===== config.mk =====
export PLATFORM = sky130hd
export DESIGN_NAME = rs_dispatch_scheduler
export DESIGN_NICKNAME = d
export VERILOG_FILES = /design/src/rtl/tomasulo_pkg.sv /design/src/rtl/rr_arbiter.sv /design/src/rtl/rs_dispatch_scheduler.sv
export SDC_FILE = /design/constraint.sdc
export NUM_CORES = 1
export LEC_CHECK = 0
export ABC_AREA = 1
export BUFFER_PORTS_ARGS = -buffer_cell sky130_fd_sc_hd__buf_2
export CAP_MARGIN = 15
export CORE_MARGIN = 8
export CORE_UTILIZATION = 32
export DETAILED_ROUTE_END_ITERATION = 12
export GPL_ROUTABILITY_DRIVEN = 1
export SLEW_MARGIN = 10
export SYNTH_ARGS = -nofsm -noshare
export SYNTH_HDL_FRONTEND = slang
export SYNTH_SLANG_ARGS = --single-unit
export TNS_END_PERCENT = 1

===== constraint.sdc =====
create_clock -name clock -period 7.4 [get_ports clock]
set_input_delay 2.22 -clock clock [delete_from_list [all_inputs] [get_ports clock]]
set_output_delay 2.22 -clock clock [all_outputs]
set_load 0.005 [all_outputs]

===== src/rtl/tomasulo_pkg.sv =====
// Shared Tomasulo definitions: opcode encodings, execution latencies and the
// dispatch FSM state encoding used by the scheduler and the functional unit.
package tomasulo_pkg;

    localparam logic [3:0] OP_ADD = 4'b0000;
    localparam logic [3:0] OP_SUB = 4'b0001;
    localparam logic [3:0] OP_MUL = 4'b0100;
    localparam logic [3:0] OP_DIV = 4'b0101;

    localparam int CNT_W = 2;

    localparam logic [CNT_W-1:0] LAT_ADD = 2'd1;
    localparam logic [CNT_W-1:0] LAT_SUB = 2'd1;
    localparam logic [CNT_W-1:0] LAT_MUL = 2'd2;
    localparam logic [CNT_W-1:0] LAT_DIV = 2'd2;

    typedef enum logic [1:0] {
        ST_IDLE   = 2'd0,
        ST_EXEC   = 2'd1,
        ST_RESULT = 2'd2
    } fu_state_t;

    function automatic logic op_is_legal(input logic [3:0] op);
        case (op)
            OP_ADD, OP_SUB, OP_MUL, OP_DIV: op_is_legal = 1'b1;
            default:                        op_is_legal = 1'b0;
        endcase
    endfunction

    function automatic logic [CNT_W-1:0] op_latency(input logic [3:0] op);
        case (op)
            OP_ADD:  op_latency = LAT_ADD;
            OP_SUB:  op_latency = LAT_SUB;
            OP_MUL:  op_latency = LAT_MUL;
            OP_DIV:  op_latency = LAT_DIV;
            default: op_latency = '0;
        endcase
    endfunction

endpackage


===== src/rtl/rr_arbiter.sv =====
// Round-robin selector: grants the first requesting entry at or after the
// pointer, wrapping from NUM_RS-1 back to 0. Purely combinational.
module rr_arbiter #(
    parameter int NUM_RS = 4,
    parameter int PTR_W  = (NUM_RS > 1) ? $clog2(NUM_RS) : 1
) (
    input  logic [NUM_RS-1:0] req,
    input  logic [PTR_W-1:0]  pointer,
    output logic [NUM_RS-1:0] grant
);

    logic found;

    always_comb begin
        grant = '0;
        found = 1'b0;
        for (int k = 0; k < NUM_RS; k++) begin
            if (!found && req[(int'(pointer) + k) % NUM_RS]) begin
                grant[(int'(pointer) + k) % NUM_RS] = 1'b1;
                found = 1'b1;
            end
        end
    end

endmodule


===== src/rtl/rs_dispatch_scheduler.sv =====
// Dispatches ready reservation-station entries to a single functional unit,
// tracks its latency and holds the result until the common data bus takes it.
module rs_dispatch_scheduler
    import tomasulo_pkg::*;
#(
    parameter int NUM_RS = 4,
    parameter int TAG_W  = 3
) (
    input  logic                    clock,
    input  logic                    reset_n,
    input  logic [NUM_RS-1:0]       rs_req,
    input  logic [4*NUM_RS-1:0]     rs_op,
    input  logic [TAG_W*NUM_RS-1:0] rs_tag,
    output logic [NUM_RS-1:0]       rs_grant,
    output logic                    fu_start,
    output logic [3:0]              fu_op,
    output logic [TAG_W-1:0]        fu_tag,
    output logic                    cdb_req,
    input  logic                    cdb_ack,
    output logic                    busy,
    output logic                    err_illegal
);

    localparam int PTR_W = (NUM_RS > 1) ? $clog2(NUM_RS) : 1;

    fu_state_t         state;
    logic [CNT_W-1:0]  cnt;
    logic [PTR_W-1:0]  rr_ptr;

    logic [NUM_RS-1:0] legal;
    logic [NUM_RS-1:0] eligible;
    logic [NUM_RS-1:0] arb_grant;
    logic              can_dispatch;
    logic              dispatch;
    logic [3:0]        sel_op;
    logic [TAG_W-1:0]  sel_tag;
    logic [CNT_W-1:0]  sel_lat;
    logic [PTR_W-1:0]  grant_idx;
    logic [PTR_W-1:0]  next_ptr;

    always_comb begin
        legal = '0;
        for (int i = 0; i < NUM_RS; i++) begin
            legal[i] = op_is_legal(rs_op[4*i +: 4]);
        end
    end

    assign eligible    = rs_req & legal;
    assign err_illegal = |(rs_req & ~legal);

    rr_arbiter #(
        .NUM_RS (NUM_RS),
        .PTR_W  (PTR_W)
    ) u_rr_arbiter (
        .req     (eligible),
        .pointer (rr_ptr),
        .grant   (arb_grant)
    );

    // Gated by reset_n so nothing is granted while reset is held.
    assign can_dispatch = reset_n &&
                          ((state == ST_IDLE) || ((state == ST_RESULT) && cdb_ack));
    assign rs_grant = can_dispatch ? arb_grant : '0;
    assign dispatch = |rs_grant;
    assign fu_start = dispatch;

    always_comb begin
        sel_op    = '0;
        sel_tag   = '0;
        grant_idx = '0;
        for (int i = 0; i < NUM_RS; i++) begin
            if (rs_grant[i]) begin
                sel_op    = rs_op[4*i +: 4];
                sel_tag   = rs_tag[TAG_W*i +: TAG_W];
                grant_idx = PTR_W'(i);
            end
        end
    end

    assign sel_lat  = op_latency(sel_op);
    assign next_ptr = (grant_idx == PTR_W'(NUM_RS - 1)) ? '0 : grant_idx + 1'b1;

    // cnt holds the EXEC cycles still to run, so a latency-1 op lands in
    // RESULT on the cycle right after fu_start and cdb_req rises L cycles later.
    always_ff @(posedge clock or negedge reset_n) begin
        if (!reset_n) begin
            state  <= ST_IDLE;
            cnt    <= '0;
            rr_ptr <= '0;
            fu_op  <= '0;
            fu_tag <= '0;
        end else begin
            case (state)
                ST_IDLE, ST_RESULT: begin
                    if (dispatch) begin
                        fu_op  <= sel_op;
                        fu_tag <= sel_tag;
                        rr_ptr <= next_ptr;
                        cnt    <= sel_lat - 1'b1;
                        state  <= (sel_lat == CNT_W'(1)) ? ST_RESULT : ST_EXEC;
                    end else if ((state == ST_RESULT) && cdb_ack) begin
                        state <= ST_IDLE;
                    end
                end
                ST_EXEC: begin
                    cnt <= cnt - 1'b1;
                    if (cnt == CNT_W'(1)) begin
                        state <= ST_RESULT;
                    end
                end
                default: state <= ST_IDLE;
            endcase
        end
    end

    assign cdb_req = (state == ST_RESULT);
    assign busy    = (state != ST_IDLE);

endmodule


== Yosys cells after proc, flatten, opt, wreduce, memory -nomap -nowiden ==
Cells that the tools add are included.
Storage, ports and cells
  bits in registers: 13
  latch bits: 0
  bits in writable memories: 0
  bits in read-only memories: 0
  output and inout bits: 15
  logic and storage cells: 138
  memories kept: 0
Cells by class
  add/subtract/negate cells: 6
  multiply operators: 0
  div/mod/pow operators: 0
  $lt $le $gt $ge: 8
  equality and inequality tests: 23
  shift operators: 0
  mux-type cells: 51
  bitwise logic cells: 9
  reduce and logical (&&, ||, !) cells: 36
Operators by type and width (number)
  == test 4 x 3 -> 1 bit, second input constant: 10
  2-to-1 mux 4 bit: 9
  OR reduction 4 bit: 6
  == test 4 x 1 -> 1 bit, second input constant: 5
  zero test 4 bit: 5
  2-to-1 mux 1 bit: 19
  2-to-1 mux 2 bit: 8
  less-than comparator 3 x 4 -> 1 bit, second input constant: 3
  2-to-1 mux 3 bit: 4
  OR 4 bit: 3
  case mux 2 bit (2 select lines): 3
  OR reduction 2 bit: 6
  >= comparator 3 x 1 -> 1 bit, second input constant: 3
  logical AND 1 bit: 9
  bitwise AND 4 bit: 2
  binary-select mux 1 bit (select 2 bit): 4
  demux 1 bit (select 2 bit): 4
  == test 2 x 1 -> 1 bit, second input constant: 3
  AND reduction 2 bit: 3
  adder 2 x 1 -> 2 bit, second input constant: 2
  adder 2 bit, second input constant: 2
  == test 2 bit, second input constant: 2
  != test 2 bit, second input constant: 2
  NOT 4 bit: 1
  9 further kinds: 15

== Logic depth before layout (Yosys ltp) ==
Gate-level depths: netlist of run 1.
  depth in word-level cells: 28
  depth in mapped cells: 23
  depth with buffers taken out: 22

== Hierarchy ==
A second synthesis of run 1 with hierarchy kept.
Unflattened totals
  cells, all modules: 227
  area, all modules: 1436.4 um^2
Modules (own cells, without submodules)
  rs_dispatch_scheduler: instances 1, cells each 154, area an instance 1037.2 um^2
  rr_arbiter: instances 1, cells each 73, area an instance 399.1 um^2

== Worst setup path before layout of run 1 ==
OpenSTA, ideal clock, no wires.
  path type: input -> output
  start: in rs_op[5]
  end: out fu_start
  data arrival time: 3.387 ns
  required time: 5.180 ns
  slack: 1.793 ns
  stages on the path: 12
  buffers on the path: 0
  cells stage by stage: nor2_1 nand3_1 nand2_2 nand2_1 nand2_4 nor2_8 nand3_1 nand3_2 nand2_4 nand2_1 nor2_2 inv_2
On the way
  cells in the longest elaborated chain, start to end: 18
  elaborated cells between the ends (all ways): 36
  classes of those cells: eq/ne (3); mux (20); bitwise (4); reduce/logical (9)
RTL lines
  from (decl): line rs_dispatch_scheduler.sv:12  | input logic [4*NUM_RS-1:0] rs_op,
  == test 4 x 1 -> 1 bit, or another cell as far along: line tomasulo_pkg.sv:24  | case (op)
  OR reduction 4 bit *: line tomasulo_pkg.sv:24
  2-to-1 mux 1 bit *: line tomasulo_pkg.sv:24
  bitwise AND 4 bit *: line rs_dispatch_scheduler.sv:48  | assign eligible = rs_req & legal;
  binary-select mux 1 bit (select 2 bit): line rr_arbiter.sv:18  | if (!found && req[(int'(pointer) + k) % NUM_RS]) begin
  2-to-1 mux 1 bit (implied by the code): line rr_arbiter.sv:18
  2-to-1 mux 1 bit: line rr_arbiter.sv:18
  zero test 1 bit: line rr_arbiter.sv:18
  (+2 left out)
  zero test 1 bit: line rr_arbiter.sv:18
  logical AND 1 bit: line rr_arbiter.sv:18
  2-to-1 mux 1 bit: line rr_arbiter.sv:18
  zero test 1 bit: line rr_arbiter.sv:18
  logical AND 1 bit: line rr_arbiter.sv:18
  2-to-1 mux 4 bit *: line rr_arbiter.sv:18
  2-to-1 mux 4 bit *: line rs_dispatch_scheduler.sv:63  | assign rs_grant = can_dispatch ? arb_grant : '0;
  OR reduction 4 bit *: line rs_dispatch_scheduler.sv:64  | assign dispatch = |rs_grant;
  to (decl): line rs_dispatch_scheduler.sv:15  | output logic fu_start,
Mark *: on every way between the ends. The rest lies on a longest branch, timed or not. The select of a mux whose other input is x is not followed.

== Worst setup path in the final report of run 1 ==
Same ends and word-level chain as after synthesis.

==> results of run 1 <==
report_power, final:
part	total, W	leakage (nW)	switching [W]	internal (W)
Clock	0.0000628	0.0228	0.0000248	0.0000380
Combinational	0.000449	0.817	0.000281	0.000167
Sequential	0.000137	0.161	0.0000294	0.000107
worst max-delay path: cells and delay by family:
| kind | cells | cell delay (ps) |
|---|---|---|
| simple gates | 11 | 1680 |
| buf+inv | 3 | 390 |
flip-flops by register name, indices dropped and copies added, names as in the netlist:
register  flops
cnt           2
fu_op         4
fu_tag        3
rr_ptr        2
state         2
per-layer routing:
metal / vias up / track usage, % / routed length (um)
met1: 654 / 15.6 / 1790
met4: 0 / 1.75 / 0
met5: - / 0 / 0
met2: 52 / 20.0 / 1750
li1: 784 / - / -
met3: 0 / 3.68 / 248
area by class of cell:
class | instances | area share, %
flip-flops and latches | 13 | 18.7
well taps | 52 | 3.74
repair buffers | 49 | 14.1
inverters | 23 | 5.39
multi-input cells | 168 | 55.5
clock buffers | 4 | 2.59
path summary, 6_finish.rpt:
check,startpoint,to,slack (ps),depth (start not counted)
worst max-delay path,rs_op[5],fu_start,870,14
worst min-delay path,fu_op[1]$_DFFE_PN0P_,fu_op[1]$_DFFE_PN0P_,480,2
worst max register to register,rr_ptr[0]$_DFFE_PN0P_,cnt[1]$_DFFE_PN0P_,4220,19
worst min register to register,fu_op[1]$_DFFE_PN0P_,fu_op[1]$_DFFE_PN0P_,480,2
max in group asynchronous,reset_n,cnt[0]$_DFFE_PN0P_,5320,1
min in group asynchronous,reset_n,cnt[1]$_DFFE_PN0P_,1860,1
per-stage QoR:
stage                     hold slack, ps  setup slack (ps)  power (W)  util (%)
final                                476               871   0.000648      40.6
after global routing                 518               623   0.000730      40.6
after CTS                            482               858   0.000657      40.6
after detailed placement             468               854   0.000590      39.5
after global placement               474               909   0.000590      39.5
after floorplan                      472              1790   0.000479         -
layout by cell type, fill, tap and decap left out:
| cell type | n |
|---|---|
| a21boi_2 | 1 |
| a21oi_2 | 2 |
| buf_2 | 49 |
| clkbuf_1 | 1 |
| clkbuf_8 | 3 |
| dfrtp_1 | 13 |
| ha_1 | 10 |
| inv_1 | 17 |
| inv_2 | 5 |
| inv_8 | 1 |
| nand2_1 | 57 |
| nand2_2 | 9 |
| nand2_4 | 3 |
| nand3_1 | 36 |
| nand3_2 | 9 |
| nand4_1 | 6 |
| nor2_1 | 10 |
| nor2_2 | 6 |
| nor2_8 | 1 |
| o211ai_1 | 5 |
| o21ai_0 | 9 |
| o21ai_1 | 1 |
| or2_2 | 3 |
kinds of logic after synthesis:
logic type / count (synthesis) / share of synthesized area (%)
AOI/OAI and AO/OA: 18 / 8.26
adders and majority gates: 10 / 8.88
buffers and inverters: 25 / 8.26
DFF: 13 / 23.1
and+or+nand+nor: 140 / 51.5
==> flow_metrics.tcl, run 1 <==
set metrics [dict create \
    wl_per_cell_um 12.3 \
    path_cells "buf_2 > nor2_1 > nand3_1 > nand2_2 > nand2_1 > nand2_2 > nor2_2 > nand3_1 > nand3_2 > nand2_2 > nand2_1 > nor2_2 > inv_2 > buf_2" \
    antennaDiodeCount 0 \
    gp_congestion 0.939 \
    overflow 0 \
    nets 303 \
    rsz0062_at_grt "false" \
    path_class "in2out" \
    relSlewSlack_pct 66.1 \
    clk_latency_ps 240 \
    multiInputGateArea_sq_um 967 \
    vias 1490 \
    cts_tree "yes" \
    p_leak_nw 1.00 \
    synthesis.nets 251 \
    synth.avg_cell_area_sq_um 6.84 \
    drc 0 \
    routed_via_density 4.82 \
    drt_first_pass_iters 4 \
    critPathLaunchType "input pin" \
    powerDensity_nw_per_um2 372 \
    grt_antenna_before_repair 0 \
    fin_setup_tns_ps 0 \
    dpl.cell_count 305 \
    ant_nets 0 \
    ys_seq_area_share_pct 23.1 \
    initial_core_util_pct 32.8 \
    end_kind "primary output" \
    clock-sinks 13 \
    io_buffers 49 \
    placed_cell_area_sq_um 1700 \
    synth_top_area_share_pct 23.1 \
    required_ps 5180 \
    path_clk_slew_ps 50 \
    finalInstanceArea_sq_um 1740 \
    synth_cell_types 21 \
    grt_pass1_wl_um 6670 \
    cpMostUsedCell "nand2_2" \
    hpwl_um 3180 \
    rows 24 \
    cp_slowest_stage_delay_ps 440 \
    yosysMostFrequentCell "nand2_1" \
    ctsHoldBuffers 0 \
    hp-class "reg2reg" \
    fp.coreArea_sq_um 4290 \
    fin_cells 309 \
    post-route-period-util_pct 88.2 \
    drv_cap 0 \
    worst_pin_slew_ps 508 \
    fin_skew_ps 2.54 \
    cts_resized 0 \
    ys_ff_latch 13 \
    async_reset_ff_share_pct 100 \
    regArea_sq_um 325 \
    fmax_mhz 153 \
    yosys_warnings 0 \
    synthTopCellsByCount "57 x nand2_1, 36 x nand3_1, 17 x inv_1" \
    finalSetupViolations 0 \
    syn_to_final_growth_pct 23.6 \
    drt-initial-drc-count 90 \
    drv_slew 0 \
    status "finished, final reports clean" \
    finalCriticalPeriod_ps 6530 \
    synthTopCellsByArea "dfrtp_1 23%, nand2_1 15%, nand3_1 13%" \
    io_pins 50 \
    hold_viol 0 \
    die-area_sq_um 6780 \
    wl_um 3800 \
    fp.dieW_um 82.4 \
    dominantRegCellSynth "dfrtp_1" \
    fillers 474 \
    synth_edf_count 0 \
    synth_top_area_cell "dfrtp_1" \
    drive_gt1_share_pct 35.8 \
    syn-cell-area_sq_um 1410 \
    die_h_um 82.4 \
    arrival_ps 4310 \
    max-vdd-ir-drop_mv 0.194 \
    grtUsageTotal_pct 12.2 \
    cts_made_buffers 3 \
    crit_fanout 12 \
    cts_root_buffer "clkbuf_8" \
    h-tree-depth 1 \
    syn-instance-count 206 \
    cpMaxStageDelayCell "nor2_2" \
    grt_start_max_net_pins 15 \
    grt_pass1_vias 1540 \
    post_cts_buffers 0 \
    clk_path_buf_depth 2 \
]
Power figures use the tool's default switching activity.
==> run 2: changes to the inputs <==
--- a/config.mk
+++ b/config.mk
@@ -16,4 +16,4 @@
 export SYNTH_ARGS = -nofsm -noshare
 export SYNTH_HDL_FRONTEND = slang
 export SYNTH_SLANG_ARGS = --single-unit
-export TNS_END_PERCENT = 1
+export TNS_END_PERCENT = 5
==> constraint.sdc (replaced) <==
create_clock -name clock -period 5.8 [get_ports clock]
set_input_delay 1.74 -clock clock [delete_from_list [all_inputs] [get_ports clock]]
set_output_delay 1.74 -clock clock [all_outputs]
set_load 0.005 [all_outputs]
==> flow_metrics.tcl, run 2 (synthesis gave the netlist of run 1 again) <==
set metrics [dict create \
    max-vdd-ir-drop_mv 0.194 \
    drc 0 \
    r2r-start "rr_ptr[0]$_DFFE_PN0P_" \
    final_util_pct 40.9 \
    fmax_mhz 189 \
    grt_pass1_wl_um 6510 \
    grt_start_max_net_pins 14 \
    die-area_sq_um 6780 \
    worstHoldStart "fu_op[3]$_DFFE_PN0P_" \
    drv_slew 0 \
    drive_gt1_share_pct 36.7 \
    wl_per_cell_um 12.3 \
    combPwrFrac_pct 69.6 \
    cts_made_buffers 3 \
    cts_resized 0 \
    antennaDiodeCount 0 \
    drt_first_pass_iters 4 \
    grtUsageTotal_pct 12.0 \
    rows 24 \
    path_cells "buf_2 > nor2_1 > nand3_1 > nand2_2 > nand2_1 > nand2_2 > nor2_2 > nand3_1 > nand3_2 > nand2_2 > nand2_1 > nor2_2 > inv_2 > buf_2" \
    wl_um 3810 \
    finalCriticalPeriod_ps 5280 \
    cpMostUsedCell "nand2_2" \
    critPathLaunchType "input pin" \
    finalSetupViolations 0 \
    cts_root_buffer "clkbuf_8" \
    end_kind "primary output" \
    arrival_ps 3540 \
    clk_latency_ps 240 \
    hp-class "reg2reg" \
    ctsHoldBuffers 0 \
    io_buffers 49 \
    p_leak_nw 1.01 \
    cp_num_buf_inv 3 \
    crit_fanout 11 \
    top_register "fu_op" \
    path_class "in2out" \
    final_cell_mix "57 x nand2_1, 49 x buf_2, 36 x nand3_1" \
    reg.largest.list "fu_op (4), fu_tag (3)" \
    io_pins 50 \
    post_cts_buffers 0 \
    grt_pass1_vias 1547 \
    crit_family "simple AND/OR/NAND/NOR gates" \
    fin_setup_tns_ps 0 \
    post-route-period-util_pct 91.1 \
    rsz0062_at_grt "false" \
    cpMaxStageDelayCell "nand2_2" \
    fp.coreArea_sq_um 4290 \
    routed_via_density 4.87 \
    cp_slowest_stage_delay_ps 240 \
    layout_commonest_cell "nand2_1" \
    cts_tree "yes" \
    drv_cap 0 \
    vias 1514 \
    hold_viol 0 \
    fp.dieW_um 82.4 \
    status "finished, final reports clean" \
    clk_path_buf_depth 2 \
    largest_reg_flops 4 \
    clockPowerShare_pct 9.5 \
    die_h_um 82.4 \
    seqPwrFrac_pct 20.9 \
    path_clk_slew_ps 60 \
    power.internal_w 0.000406 \
    syn_to_final_growth_pct 24.8 \
    fin_skew_ps 5.92 \
    ant_nets 0 \
    overflow 0 \
    p_sw_share_pct 51.3 \
    worst_pin_slew_ps 427 \
    powerDensity_nw_per_um2 474 \
    initial_core_util_pct 32.8 \
    relSlewSlack_pct 71.4 \
    grt_antenna_before_repair 0 \
    p_sw_w 0.000428 \
    hpwl_um 3240 \
    crit_start "rs_op[5]" \
    gp_congestion 0.964 \
    h-tree-depth 1 \
    nets 305 \
    drt-initial-drc-count 73 \
    clock-sinks 13 \
    required_ps 4060 \
]
[run 2: cell count changes in the layout (fill, tap and decap cells not counted)]
| cell | change |
|---|---|
| buf_4 | +2 |
| clkbuf_1 | -1 |
| clkinv_2 | +1 |
[run 2: worst paths after layout]
kind / to / slack [ps] / cells past startpoint
max reg2reg: state[1]$_DFFE_PN0P_ / 2660 / 20
min reg2reg: fu_op[3]$_DFFE_PN0P_ / 470 / 2
max: fu_start / 520 / 14
max in group asynchronous: rr_ptr[0]$_DFFE_PN0P_ / 4190 / 2
min in group asynchronous: fu_op[3]$_DFFE_PN0P_ / 1450 / 2
min: fu_op[3]$_DFFE_PN0P_ / 470 / 2
[run 2: metal layers]
layer	wire length (um)	vias up	GRT usage (%)	part of all wire, %
met5	0	-	0	0
met4	14	0	2.46	0.37
met3	252	4	4.33	6.6
li1	-	788	-	-
met2	1770	48	19.7	47
met1	1770	674	14.7	46
[run 2: layout make-up]
cell class,count,area (sq um)
clock buffers,3,41.3
clock inverters,1,5.00
fillers,462,2540
inverters,23,93.8
multi-input cells,168,967
flip-flops and latches,13,325
well taps,52,65.1
repair buffers,51,260
[run 2: power groups by stage]
stage	sequential [W]	clock (W)	combinational (W)
floorplan	0.000169	0	0.000442
global placement	0.000175	0	0.000587
detailed placement	0.000173	0	0.000592
CTS	0.000174	0.0000822	0.000592
global route	0.000181	0.0000885	0.000669
finish	0.000174	0.0000791	0.000581
[run 2: through the flow]
stage	cells	hold WS [ps]	cell area [sq um]	power, W	setup WS, ps
2_1_floorplan	206	472	1410	0.000611	1150
3_3_place_gp	307	463	1710	0.000762	595
3_5_place_dp	307	464	1710	0.000765	546
4_1_cts	311	477	1760	0.000848	539
5_1_grt	311	501	1760	0.000939	329
6_report	311	471	1760	0.000834	517
[run 2: worst min-delay path, delay by kind of cell (launching register included)]
family | cells | cell delay [ps]
DFF | 1 | 330
and+or+nand+nor | 2 | 110
